File: config.mk
export PLATFORM = sky130hd
export DESIGN_NAME = mem_port_arbiter
export DESIGN_NICKNAME = d
export VERILOG_FILES = /design/src/rtl/mem_port_arbiter_pkg.sv /design/src/rtl/mem_port_arbiter.sv
export SDC_FILE = /design/constraint.sdc
export NUM_CORES = 1
export LEC_CHECK = 0
export CAP_MARGIN = 15
export CELL_PAD_IN_SITES_DETAIL_PLACEMENT = 0
export CELL_PAD_IN_SITES_GLOBAL_PLACEMENT = 1
export CORE_MARGIN = 2
export CORE_UTILIZATION = 29
export CTS_CLUSTER_SIZE = 28
export DETAILED_ROUTE_END_ITERATION = 10
export PLACE_DENSITY = 0.77
export SLEW_MARGIN = 20
export SYNTH_ARGS = -nofsm -noshare
export SYNTH_HDL_FRONTEND = slang
export SYNTH_SLANG_ARGS = --single-unit
File: constraint.sdc
create_clock -name clk -period 2.45 [get_ports clk]
set_clock_uncertainty 0.2 [all_clocks]
set_input_delay 0.245 -clock clk [delete_from_list [all_inputs] [get_ports clk]]
set_output_delay 0.245 -clock clk [all_outputs]
set_load 0.01 [all_outputs]
File: src/rtl/mem_port_arbiter_pkg.sv
// Shared types and defaults for the instruction/data memory port arbiter.
package mem_port_arbiter_pkg;

    localparam int DEF_MEM_LATENCY  = 4;
    localparam int DEF_MAX_D_STREAK = 3;

    localparam int LAT_W    = 4;
    localparam int STREAK_W = 3;

    typedef enum logic [1:0] {
        ARB_IDLE,
        ARB_ACCESS,
        ARB_RESP
    } arb_state_t;

    typedef enum logic {
        OWN_IF,
        OWN_D
    } arb_owner_t;

endpackage

File: src/rtl/mem_port_arbiter.sv
// Arbitrates one fixed-latency memory port between an instruction-fetch and a data requester.
module mem_port_arbiter
    import mem_port_arbiter_pkg::*;
#(
    parameter int MEM_LATENCY  = DEF_MEM_LATENCY,
    parameter int MAX_D_STREAK = DEF_MAX_D_STREAK
) (
    input  logic             clk,
    input  logic             rst_b,
    input  logic             if_req,
    input  logic [31:0]      if_addr,
    output logic [31:0]      if_rdata,
    output logic             if_done,
    input  logic             d_req,
    input  logic             d_we,
    input  logic [31:0]      d_addr,
    input  logic [3:0][7:0]  d_wdata,
    output logic [3:0][7:0]  d_rdata,
    output logic             d_done,
    output logic [31:0]      mem_addr,
    output logic [3:0][7:0]  mem_data_in,
    output logic             mem_write_en,
    input  logic [3:0][7:0]  mem_data_out,
    output logic             busy
);

    localparam logic [LAT_W-1:0]    LAT_LOAD   = LAT_W'(MEM_LATENCY - 1);
    localparam logic [STREAK_W-1:0] STREAK_CAP = STREAK_W'(MAX_D_STREAK);
    localparam logic [STREAK_W-1:0] STREAK_SAT = '1;

    arb_state_t            state_q, state_d;
    arb_owner_t            owner_q, grant_owner;
    logic                  we_q;
    logic [LAT_W-1:0]      lat_cnt_q;
    logic [STREAK_W-1:0]   d_streak_q;
    logic                  grant;
    logic                  last_access;

    // NOTE: sequential state uses non-blocking assignments so every register
    // samples pre-edge values, independent of process ordering.
    always_ff @(posedge clk or negedge rst_b) begin
        if (!rst_b) state_q <= ARB_IDLE;
        else        state_q <= state_d;
    end

    // NOTE: every signal driven here gets a default first, so no path leaves
    // it unassigned and no latch is inferred.
    always_comb begin
        state_d     = state_q;
        grant       = 1'b0;
        grant_owner = OWN_D;
        last_access = 1'b0;
        case (state_q)
            ARB_IDLE: begin
                if (if_req || d_req) begin
                    grant   = 1'b1;
                    state_d = ARB_ACCESS;
                    // Data has priority until it has starved a waiting fetch MAX_D_STREAK times.
                    if (d_req && !(if_req && d_streak_q == STREAK_CAP)) grant_owner = OWN_D;
                    else                                                grant_owner = OWN_IF;
                end
            end
            ARB_ACCESS: begin
                if (lat_cnt_q == '0) begin
                    last_access = 1'b1;
                    state_d     = ARB_RESP;
                end
            end
            ARB_RESP: state_d = ARB_IDLE;
            default:  state_d = ARB_IDLE;
        endcase
    end

    always_ff @(posedge clk or negedge rst_b) begin
        if (!rst_b) begin
            owner_q     <= OWN_IF;
            we_q        <= 1'b0;
            lat_cnt_q   <= '0;
            d_streak_q  <= '0;
            mem_addr    <= '0;
            mem_data_in <= '0;
            if_rdata    <= '0;
            d_rdata     <= '0;
        end else begin
            if (grant) begin
                owner_q   <= grant_owner;
                lat_cnt_q <= LAT_LOAD;
                if (grant_owner == OWN_D) begin
                    we_q        <= d_we;
                    mem_addr    <= d_addr;
                    mem_data_in <= d_wdata;
                    if (if_req && d_streak_q != STREAK_SAT) d_streak_q <= d_streak_q + STREAK_W'(1);
                    else if (!if_req)                       d_streak_q <= '0;
                end else begin
                    we_q       <= 1'b0;
                    mem_addr   <= if_addr;
                    d_streak_q <= '0;
                end
            end else if (state_q == ARB_ACCESS && lat_cnt_q != '0) begin
                lat_cnt_q <= lat_cnt_q - LAT_W'(1);
            end

            if (last_access && !we_q) begin
                if (owner_q == OWN_IF) if_rdata <= mem_data_out;
                else                   d_rdata  <= mem_data_out;
            end
        end
    end

    assign busy         = (state_q != ARB_IDLE);
    assign if_done      = (state_q == ARB_RESP) && (owner_q == OWN_IF);
    assign d_done       = (state_q == ARB_RESP) && (owner_q == OWN_D);
    assign mem_write_en = last_access && we_q;

endmodule
==> flow_metrics.env <==
export IMPL_status="finished clean"
export IMPL_total_power_mw=12.0
export IMPL_path_class="flop to flop"
export IMPL_diodes=0
export IMPL_grt_pass1_vias=4954
export IMPL_drtIter0Drc=169
export IMPL_hpwl_um=12500
export IMPL_worst_ep_required_time_ps=2550
export IMPL_clkTransAtPathRegs_ps=60
export IMPL_slew_violations=0
export IMPL_avgViaCountPerCell=4.73
export IMPL_post_route_drc_count=0
export IMPL_fin_crit_sh_pct=95.6
export IMPL_powerDensity_nw_per_um2=1260
export IMPL_die_area_um2=21700
export IMPL_cts_tree="built"
export IMPL_cp_slowest_cell="or4_4"
export IMPL_rsz0062_at_grt="false"
export IMPL_ios=265
export IMPL_synthAdderAreaFrac_pct=0.842
export IMPL_final_setup_tns_ps=0
export IMPL_synth_simple_area_share_pct=5.45
export IMPL_fmax_ghz=0.427
export IMPL_hold_class="input pin to async pin"
export IMPL_layout_nets=854
export IMPL_period_needed_ps=2340
export IMPL_n_fill_cell=1770
export IMPL_clock_path_buffers=2
export IMPL_syn_to_final_growth_pct=59.4
export IMPL_cts_made_buffers=17
export IMPL_yosysSeqAreaShare_pct=58.5
export IMPL_cap_violations=0
export IMPL_synth_nets=591
export IMPL_ir_worst_vdd_mv=0.437
export IMPL_critPathArrivalTime_ps=2440
export IMPL_rows=52
export IMPL_final_antenna_net_count=0
export IMPL_dr_total_vias=4730
export IMPL_worst_pin_slew_ps=656
export IMPL_dieWidth_um=147
export IMPL_drive_gt1_share_pct=20.3
export IMPL_synth_area_mux_share_pct=20.4
export IMPL_start_kind="flop"
export IMPL_synth_top_family_by_area="multiplexers"
export IMPL_portBuffers=264
export IMPL_syn_inst=454
export IMPL_core_area_um2=20200
export IMPL_slew_headroom_pct=56.2
export IMPL_synth_compound_area_share_pct=9.30
export IMPL_worstSkewPairLatency_ps=420
export IMPL_dp_slack_ps=125
export IMPL_crit_chain="inv_1, ha_1, or3b_1, or4_4, buf_12, mux2_4"
export IMPL_crit_family="simple AND/OR/NAND/NOR gates"
export IMPL_wl_per_cell_um=17.0
export IMPL_clock_sinks=139
export IMPL_leakagePower_nw=4.03
export IMPL_antenna_found_initial=1
export IMPL_crit_path_end_kind="flop"
export IMPL_synthesis_area_um2=5950
export IMPL_ys_seq_elements=139
export IMPL_setup_viol_count_final=0
export IMPL_gp_congestion=0.792
export IMPL_synthXorXnorAreaFrac_pct=0
export IMPL_clockRootBuffer="clkbuf_16"
export IMPL_h_tree_depth=4
export IMPL_syn_area_per_cell_um2=13.1
export IMPL_worstPathBufferInverterCount=2
export IMPL_postRouteWirelength_um=17000
export IMPL_grt_pass1_wl_um=27400
export IMPL_ys_warn_count=0
export IMPL_crit_path_max_incr_delay_ps=440
export IMPL_hold_viol_final=0
export IMPL_grt_overflow=0
export IMPL_grt_usage_pct=16.0
export IMPL_ys_types=35
export IMPL_setup_slack_ps=108
export IMPL_die_h_um=147
export IMPL_initial_utilization_pct=29.5
export IMPL_dr_pass1_iters=4
export IMPL_grt_max_degree=60
export IMPL_cp_max_fo=32
[worst paths after layout]
kind	from	end	slack [ps]	depth (start not counted)
max	lat_cnt_q[0]	if_rdata[20]	110	6
min	rst_b	mem_data_in[10]	130	2
max reg2reg	lat_cnt_q[0]	if_rdata[20]	110	6
min reg2reg	d_rdata[12]	d_rdata[12]	300	1
max in group asynchronous	rst_b	if_rdata[24]	1200	3
min in group clk	d_we	we_q	170	3
[report_power, final]
group	switching, mW	internal [mW]	total, mW
combinational	2.04	3.22	5.26
sequential	0.694	3.47	4.16
clock	1.09	1.44	2.53
[cells in the mapped netlist]
cell type,count,area share [%]
nand4b_1,1,0.15
o41ai_1,2,0.29
o21ai_0,39,3.3
or3b_1,1,0.15
ha_1,4,0.84
nor3_1,2,0.17
and3b_1,1,0.15
and3_1,1,0.11
mux2_4,30,7.6
a211oi_1,1,0.13
nand3_1,34,2.9
nor3b_1,3,0.38
mux2_2,66,12
nor4_1,1,0.11
buf_1,4,0.25
a21oi_1,2,0.17
a32o_1,2,0.34
o311ai_0,32,4.7
or2_2,1,0.11
nor2_1,2,0.13
and2_0,1,0.11
clkbuf_1,25,1.6
or4_4,1,0.19
nor2b_1,1,0.11
mux2i_1,2,0.34
o31ai_1,2,0.25
buf_6,1,0.19
or2_0,1,0.11
dfrtp_1,139,58
nand2_1,7,0.44
inv_1,38,2.4
o211ai_1,1,0.13
nand2b_1,2,0.21
buf_2,1,0.084
buf_12,3,1.0
[stage by stage]
stage	util [%]	cell area (um^2)	instances	hold WS, ps
2_1_floorplan	-	5950	454	-251
3_3_place_gp	44.0	8870	967	6.96
3_5_place_dp	44.0	8870	967	10.3
4_1_cts	47.0	9470	1000	123
5_1_grt	47.0	9480	1000	158
6_report	47.0	9480	1000	130
[layout by cell type, fill, tap and decap left out, types with 2 or more instances in the layout]
| cell | count |
|---|---|
| o41ai_1 | 2 |
| clkbuf_16 | 17 |
| mux2_2 | 66 |
| a32o_1 | 2 |
| dfrtp_1 | 137 |
| dfrtp_2 | 2 |
| nand2b_1 | 2 |
| nand3_1 | 34 |
| nand2_1 | 7 |
| clkinv_4 | 3 |
| ha_1 | 4 |
| o311ai_0 | 32 |
| mux2_4 | 30 |
| clkdlybuf4s50_1 | 262 |
| inv_8 | 3 |
| inv_1 | 38 |
| inv_6 | 3 |
| mux2i_1 | 2 |
| nor3b_1 | 2 |
| a21oi_1 | 2 |
| o21ai_0 | 39 |
| nor3_1 | 2 |
| buf_12 | 2 |
| buf_4 | 10 |
| o31ai_1 | 2 |
| clkinvlp_4 | 3 |
[state kept, by name, summed over array words and instances (netlist names)]
signal       cells
d_rdata         32
d_streak_q       3
if_rdata        32
lat_cnt_q        4
mem_addr        32
mem_data_in     32
owner_q          1
state_q          2
we_q             1
[metal layers]
metal	global-route usage, %	part of all wire [%]	vias to the layer above
li1	-	-	2163
met1	20.3	43	2302
met2	25.7	46	248
met3	5.84	9.2	15
met4	4.81	1.3	2
met5	0	0.077	-
[cells by family after synthesis]
logic type / count (synthesis)
buffers and inverters: 72
AO/OA/AOI/OAI: 81
multiplexers: 98
AND/OR/NAND/NOR: 60
flip-flops: 139
adder cells (fa/ha/maj): 4
[final cells by class]
type | count | area [um^2] | area share [%]
Tap cell | 270 | 338 | 3.56
Multi-Input combinational cell | 243 | 2150 | 22.7
Inverter | 38 | 143 | 1.50
Timing Repair Buffer | 278 | 2780 | 29.4
Sequential cell | 139 | 3480 | 36.7
Clock buffer | 18 | 429 | 4.53
Clock inverter | 14 | 155 | 1.64
[worst register-to-register path, cell delays in order (launching register included)]
cell and delay (ps):
dfrtp_1 380, inv_1 90, ha_1 190, or3b_1 370, or4_4 440, buf_12 200, mux2_4 360
[timing repair]
item	in CTS	in global routing
setup buffers	0	0
endpoints found under the setup margin	2	2
pin swaps	0	0
endpoints found under the hold margin	56	0
gates resized for setup	3	4
gates cloned	0	0
hold buffers	1	0
(Power assumes the default switching activity.)
